===== src/rtl/lane_stream_reg.sv =====
`default_nettype none
//------------------------------------------------------------------------------
// Module      : lane_stream_reg
// Description : Masked parallel-load lane register bank with a parallel view
//               and a valid/ready serial stream of lanes 0..LANES-1.
// Revision    : 1.0 - initial release
//------------------------------------------------------------------------------
module lane_stream_reg #(
   parameter int LANE_W = 8,
   parameter int LANES  = 12,
   parameter int IDX_W  = 4
) (
   input  logic                    CLK,
   input  logic                    reset,
   input  logic                    clr,
   input  logic                    ld,
   input  logic [LANES-1:0]        ld_mask,
   input  logic [LANES*LANE_W-1:0] din,
   output logic [LANES*LANE_W-1:0] dout,
   input  logic                    start,
   output logic                    s_valid,
   input  logic                    s_ready,
   output logic [LANE_W-1:0]       s_data,
   output logic                    s_last,
   output logic                    busy,
   output logic                    done
);

   localparam logic [0:0]       c_idle   = 1'b0;
   localparam logic [0:0]       c_stream = 1'b1;
   localparam logic [IDX_W-1:0] c_last   = IDX_W'(LANES - 1);

   logic [0:0]       r_state, w_state_nxt;
   logic [IDX_W-1:0] r_idx,   w_idx_nxt;
   logic             r_done,  w_done_nxt;
   logic             w_xfer;
   logic             w_load;
   logic [LANE_W-1:0] r_lane [LANES];

   // Lanes only accept loads while idle so the streamed row stays coherent.
   assign w_xfer = (r_state == c_stream) && s_ready;
   assign w_load = ld && !clr && (r_state == c_idle);

   generate
      for (genvar i = 0; i < LANES; i++) begin : g_lane
         always_ff @(posedge CLK or posedge reset) begin
            if (reset) begin
               r_lane[i] <= '0;
            end else if (clr) begin
               r_lane[i] <= '0;
            end else if (w_load && ld_mask[i]) begin
               r_lane[i] <= din[i*LANE_W +: LANE_W];
            end
         end
         assign dout[i*LANE_W +: LANE_W] = r_lane[i];
      end
   endgenerate

   always_ff @(posedge CLK or posedge reset) begin
      if (reset) begin
         r_state <= c_idle;
         r_idx   <= '0;
         r_done  <= 1'b0;
      end else begin
         r_state <= w_state_nxt;
         r_idx   <= w_idx_nxt;
         r_done  <= w_done_nxt;
      end
   end

   always_comb begin
      w_state_nxt = r_state;
      w_idx_nxt   = r_idx;
      w_done_nxt  = 1'b0;
      if (clr) begin
         w_state_nxt = c_idle;
         w_idx_nxt   = '0;
      end else begin
         case (r_state)
            c_idle: begin
               if (start) begin
                  w_state_nxt = c_stream;
                  w_idx_nxt   = '0;
               end
            end
            c_stream: begin
               if (w_xfer) begin
                  if (r_idx == c_last) begin
                     w_state_nxt = c_idle;
                     w_idx_nxt   = '0;
                     w_done_nxt  = 1'b1;
                  end else begin
                     w_idx_nxt = r_idx + IDX_W'(1);
                  end
               end
            end
            default: begin
               w_state_nxt = c_idle;
               w_idx_nxt   = '0;
            end
         endcase
      end
   end

   // idx is held at 0 while idle, so s_data shows lane 0 there.
   always_comb begin
      busy    = (r_state == c_stream);
      s_valid = (r_state == c_stream);
      s_last  = (r_state == c_stream) && (r_idx == c_last);
      s_data  = r_lane[r_idx];
      done    = r_done;
   end

endmodule
`default_nettype wire

===== config.mk =====
export PLATFORM = sky130hd
export DESIGN_NAME = lane_stream_reg
export DESIGN_NICKNAME = d
export VERILOG_FILES = /design/src/rtl/lane_stream_reg.sv
export SDC_FILE = /design/constraint.sdc
export NUM_CORES = 1
export LEC_CHECK = 0
export ABC_AREA = 1
export ABC_CLOCK_PERIOD_IN_PS = 3800
export CAP_MARGIN = 20
export CORE_AREA = 2 2 115 117
export DETAILED_ROUTE_END_ITERATION = 16
export DIE_AREA = 0 0 117 119
export PLACE_DENSITY = 0.78
export REMOVE_ABC_BUFFERS = 1
export SLEW_MARGIN = 20
export SYNTH_ARGS = -nofsm -noshare
export SYNTH_HDL_FRONTEND = slang
export SYNTH_SLANG_ARGS = --single-unit

===== constraint.sdc =====
create_clock -name CLK -period 3.8 [get_ports CLK]
set_clock_uncertainty 0.2 [all_clocks]
set_input_delay 0.57 -clock CLK [delete_from_list [all_inputs] [get_ports CLK]]
set_output_delay 0.57 -clock CLK [all_outputs]
set_load 0.005 [all_outputs]

==> summary.md, run 1 <==
| Metric | Value |
|---|---|
| Status | `finished clean` |
| MaxCap Viol Count | `0` |
| Initial core utilization | `between 40 and 50%` |
| CP Data Arrival Time | `between 2 and 2.5 ns` |
| Hold-fix buffers, CTS | `0` |
| GP Congestion | `between 0.8 and 0.9` |
| Avg Cell Area, Syn | `between 7 and 8 um^2` |
| Cell count after placement | `around 1,000` |
| Antenna violations before repair | `0` |
| Post-DP HPWL | `12.7 mm` |
| 1st-iter DRT viols | `372` |
| Setup violations, final | `0` |
| TNS Setup | `0 ns` |
| Place WS | `roughly 1.1 ns` |
| Vias in the first global route | `just over 5,000` |
| RSZ-0062 raised after global routing | `no` |
| Resize count post-CTS | `0` |
| Rel. slew slack | `50.2%` |
| Critical path endpoint category | `output pin` |
| CP cell instances | `inv_2, nor2_1, o21ai_0, nand2_1, nand2_1, clkdlybuf4s50_1` |
| Clock Latency Late Sink | `0.34 ns` |
| Reg power frac | `a little over two fifths` |
| Final slew viol count | `0` |
| Layout fillers | `1,158` |
| Highest Clock Rate | `between 300 and 400 MHz` |
| CTS tree | `built` |
| Root buf cell | `clkbuf_16` |
| Leading area contributor after synthesis | `dfrtp_1` |
| DRC | `0` |
| Psw | `between 0.7 and 0.8 mW` |
| Flops & latches, synth | `approximately 100` |
| Routed Antenna Nets | `0` |
| CP Launch Point | `r_idx[0]` |
| Number of diodes | `0` |
| Worst-path fanout max | `48` |
| Internal power | `2.12 mW` |
| DRT Pass-1 Iters | `5` |
| PD cells | `between 300 and 400 nW/um^2` |
| Die Height | `119 um` |
| Pin count of the biggest net entering global routing | `roughly 70` |
| CTS buffer count | `9` |
| Register area share after synthesis | `a little under half` |
| Reg2Reg Depth | `7` |
| Clock transition at path regs | `approximately 0.070 ns` |
| Kind of critical path | `reg2out` |
| Share of the synthesized area in the top cell type | `47.8%` |
| Commonest non-fill, non-tap cell in the layout | `clkdlybuf4s50_1` |
| Hold WC Path Type | `reg2reg` |
| Worst R2R End | `dout[11]` |
| Worst path max stage delay | `between 0.5 and 0.6 ns` |
| Share of cells above drive strength 1 | `~4.9%` |
| Area delta synth->final | `46.5%` |
| RR Startpoint | `busy` |
| Commonest cells after routing, fill and taps aside | `clkdlybuf4s50_1, nand3_1, nand2_1` |
| Post-Syn Instances | `668` |
| Most area-consuming cells after synthesis | `dfrtp_1, nand3_1, nand2_1` |
| Final setup margin | `slightly above 0.7 ns` |
| Overflow after GRT | `0` |
| # clock sinks | `around 100` |
| Wire per inst | `16.0 um` |
| Vias | `about 5,200` |
| Synth Warn # | `0` |
| R2R setup slack | `just under 2 ns` |
| Switching share of power | `between 20% and 30%` |
| PortBufs | `roughly 220` |
| Crit share post-route | `81.0%` |
| Nets | `979` |
| I/O pin count | `roughly 220` |
| Clock share of power | `34.3%` |
| CTS HTree Levels | `3` |
| Std cell rows | `between 40 and 50` |
| Slew @ Worst Pin | `0.746 ns` |
| Cell area after synthesis | `5340 um^2` |
| CP Capture Point | `s_data[7]` |
| Core area | `about 13,000 um^2` |
| Logic pwr share | `23.5%` |
| Clock Tree Buf Depth | `2` |
| Yosys cell types | `25` |
| Setup Buffers After CTS | `0` |
| Worst VDD drop | `between 0.15 and 0.2 mV` |
| Die area | `13,900 um^2` |
| Die W | `117 um` |
| Final Critical Period | `between 3 and 4 ns` |
| Vias/cell | `roughly 5` |
| WP data required | `3.03 ns` |
| Final Non-Filler Cells | `~1,000` |
| Startpoint types | `flip-flop` |
| Global-route wire length before repair | `approximately 26 mm` |
| Slowest cell on the critical path | `inv_2` |
| Final hold violations | `0` |
| Routed WL | `around 17 mm` |
| GRT Total Usage | `around 24%` |
| P_leak | `around 3.5 nW` |
| Worst path most repeated cell | `nand2_1` |
[flip-flops by register name, summed over array words and instances (netlist names)]
| name | count |
|---|---|
| done | 1 |
| dout | 96 |
| r_idx | 4 |
| busy | 1 |
[power groups by stage]
stage	clock network, mW	registers (mW)	logic (mW)
after floorplan	0	1.24	0.248
after global placement	0	1.23	0.674
after detailed placement	0	1.24	0.681
after CTS	1.00	1.22	0.685
after global routing	1.04	1.23	0.744
final	0.991	1.22	0.678
[cells in the mapped netlist]
| cell | instances |
|---|---|
| nand4_1 | 2 |
| inv_1 | 92 |
| buf_8 | 2 |
| buf_2 | 14 |
| o21ai_2 | 2 |
| nand2_1 | 112 |
| o21ai_0 | 34 |
| nand3_2 | 1 |
| dfrtp_1 | 102 |
| inv_4 | 1 |
| clkbuf_1 | 4 |
| buf_4 | 7 |
| buf_12 | 1 |
| inv_2 | 4 |
| o21ai_1 | 74 |
| buf_6 | 14 |
| nand2_4 | 5 |
| nor2_1 | 7 |
| nand3_4 | 2 |
| nand3_1 | 158 |
| ha_1 | 1 |
| nor3_1 | 2 |
| nor2_2 | 1 |
| a21oi_1 | 20 |
| nand2_2 | 6 |
[worst max-delay path: cells and delay by family (launching register included)]
family          cells  cell delay, ns
buf+inv             2            1.06
flops               1            0.41
compound gates      1            0.25
simple gates        3            0.24
[cells by family (layout without fill, tap and decap cells)]
| family | count (synthesis) | after routing | share of synthesized area (%) |
|---|---|---|---|
| DFF | 102 | 102 | 47.8 |
| AOI/OAI and AO/OA | 130 | 130 | 12.3 |
| and+or+nand+nor | 296 | 296 | 26.3 |
| adders and majority gates | 1 | 1 | 0.234 |
| buffers and inverters | 139 | 340 | 13.3 |
[per-layer routing]
layer | routed length (um) | vias up | GRT usage, %
met3 | 1020 | 30 | 4.48
met5 | 0 | - | 0
met2 | 8370 | 186 | 41.7
li1 | - | 2586 | -
met1 | 6870 | 2435 | 30.4
met4 | 454 | 0 | 9.56
[final cells by class]
class                   count  area [um^2]  share of cell area (%)
flip-flops and latches    102         2550                    32.7
repair buffers            227         2280                    29.2
multi-input cells         427         2080                    26.5
inverters                  97          372                    4.75
clock buffers              13          250                    3.20
well taps                 176          220                    2.82
clock inverters             3         67.6                   0.864
[worst min path at each step]
stage	startpoint	end	slack (ns)	cells past startpoint
floorplan	dout[80]	dout[80]	0.32	2
finish	dout[77]	dout[77]	0.35	2
global placement	dout[87]	dout[87]	0.32	2
global route	dout[51]	dout[51]	0.37	2
detailed placement	dout[49]	dout[49]	0.34	2
CTS	dout[77]	dout[77]	0.36	2
[per-stage QoR]
step,utilization (%),power (mW),instance area [um^2],hold slack (ns)
2_1_floorplan,-,1.49,4990,0.316
3_3_place_gp,58.3,1.91,7500,0.320
3_5_place_dp,58.3,1.92,7500,0.336
4_1_cts,60.7,2.90,7820,0.356
5_1_grt,60.7,3.01,7820,0.368
6_report,60.7,2.89,7820,0.353
(Power assumes the default switching activity.)
==> run 2, diff against run 1 <==
ABC_CLOCK_PERIOD_IN_PS = 2700   (was 3800)
CORE_AREA = 2 2 121 123   (was 2 2 115 117)
DIE_AREA = 0 0 123 125   (was 0 0 117 119)
PLACE_DENSITY = 0.74   (was 0.78)
clock period = 2.7 ns   (was 3.8 ns; I/O delays follow)
==> summary.md, run 2 (synthesis gave the netlist of run 1 again) <==
| Metric | Value |
|---|---|
| Status | `finished clean` |
| Global-route wire length before repair | `around 28 mm` |
| CP Data Arrival Time | `roughly 2.1 ns` |
| Final Critical Period | `about 2.7 ns` |
| Crit share post-route | `around 99%` |
| Kind of critical path | `reg2out` |
| Max FFs per register | `96` |
| Share of cells above drive strength 1 | `between 6 and 7%` |
| Antenna violations before repair | `0` |
| CP top delay family | `buffers and inverters` |
| MaxCap Viol Count | `0` |
| Die area | `approximately 15,000 um^2` |
| Worst path most repeated cell | `nand3_1` |
| Highest Clock Rate | `373 MHz` |
| Buf/Inv on CP | `3` |
| Routed WL | `17.6 mm` |
| Overflow after GRT | `0` |
| Place WS | `between 0.2 and 0.3 ns` |
| DRT Pass-1 Iters | `5` |
| Worst VDD drop | `~0.28 mV` |
| # clock sinks | `between 100 and 150` |
| Vias | `5,389` |
| Initial core utilization | `between 30% and 40%` |
| RSZ-0062 raised after global routing | `yes` |
| CTS buffer count | `9` |
| Post-DP Area | `between 7000 and 8000 um^2` |
| PD cells | `between 400 and 500 nW/um^2` |
| Worst-path fanout max | `17` |
| Vias in the first global route | `slightly above 5,000` |
| Clock transition at path regs | `roughly 0.070 ns` |
| 1st-iter DRT viols | `around 410` |
| Slew @ Worst Pin | `approximately 0.74 ns` |
| CP cell instances | `inv_4, buf_4, nand2_1, nand3_1, nand3_1, nand3_1, nand2_1, clkdlybuf4s50_1` |
| Post-DP HPWL | `13.5 mm` |
| P_leak | `~3.5 nW` |
| Util after Layout | `a little under three fifths` |
| Commonest non-fill, non-tap cell in the layout | `clkdlybuf4s50_1` |
| CTS HTree Levels | `3` |
| Area delta synth->final | `48.3%` |
| Hold WC Path Type | `in2async` |
| Total power | `about 4 mW` |
| I/O pin count | `~220` |
| Final std cell area, no fill | `7920 um^2` |
| Routed Antenna Nets | `0` |
| Pin count of the biggest net entering global routing | `39` |
| Number of diodes | `0` |
| GRT Total Usage | `23.5%` |
| Clock Latency Late Sink | `0.35 ns` |
| Clock Tree Buf Depth | `2` |
| Startpoint types | `flip-flop` |
| CTS tree | `built` |
| Slowest cell on the critical path | `clkdlybuf4s50_1` |
| Die W | `123 um` |
| WP data required | `2.10 ns` |
| Rel. slew slack | `between 50% and 60%` |
| DRC | `0` |
| Root buf cell | `clkbuf_16` |
| Final hold violations | `0` |
| Nets | `between 900 and 1,000` |
| Critical path endpoint category | `output pin` |
| Final setup margin | `approximately 0.017 ns` |
| Setup violations, final | `0` |
| GP Congestion | `just over 0.8` |
| Wire per inst | `about 17 um` |
| Commonest cells after routing, fill and taps aside | `clkdlybuf4s50_1, nand3_1, nand2_1` |
| Vias/cell | `5.06` |
| Std cell rows | `between 40 and 50` |
| Core area | `~14,000 um^2` |
| Hold-fix buffers, CTS | `0` |
| Worst-case hold slack | `~0.25 ns` |
| Layout fillers | `between 1,000 and 1,500` |
| Die Height | `roughly 130 um` |
| Worst path max stage delay | `approximately 0.46 ns` |
| PortBufs | `~220` |
| Final slew viol count | `0` |
run 2: worst paths after layout:
path,slack (ns),endpoint,start,cells past startpoint
worst max-delay path,0.02,s_data[2],r_idx[0],8
worst min-delay path,0.25,dout[43],reset,2
worst max register to register,0.82,dout[18],busy,7
worst min register to register,0.34,dout[47],dout[47],2
max in group asynchronous,1.45,dout[39],reset,3
min in group CLK,0.34,dout[47],dout[47],2
run 2: per-stage QoR:
stage	TNS, ns	instances
floorplan	-59.21	626
global placement	0	1046
detailed placement	0	1046
CTS	0	1064
global route	-0.696	1064
finish	0	1064
run 2: layout make-up:
type,count,area [um^2],area share [%]
Timing Repair Buffer,239,2400,30.3
Clock inverter,1,5.00,0.0632
Multi-Input combinational cell,427,2080,26.3
Clock buffer,14,274,3.46
Inverter,97,374,4.72
Sequential cell,102,2550,32.2
Tap cell,184,230,2.91
run 2: timing repair:
action	CTS	global route
gates cloned	0	0
buffers inserted	3	0
pin swaps	0	1
resized for setup	5	3
setup endpoints to repair	9	9
run 2: report_power, final:
| part | internal (mW) | switching (mW) |
|---|---|---|
| Clock | 0.696 | 0.562 |
| Combinational | 0.518 | 0.466 |
| Sequential | 1.64 | 0.0714 |
| Total | 2.85 | 1.10 |
run 2: routing by layer:
layer	global-route usage [%]	part of all wire (%)	vias to the layer above
li1	-	-	2607
met1	30.4	42	2538
met2	38.3	48	212
met3	5.25	8.0	32
met4	8.76	2.9	0
met5	0	0	-
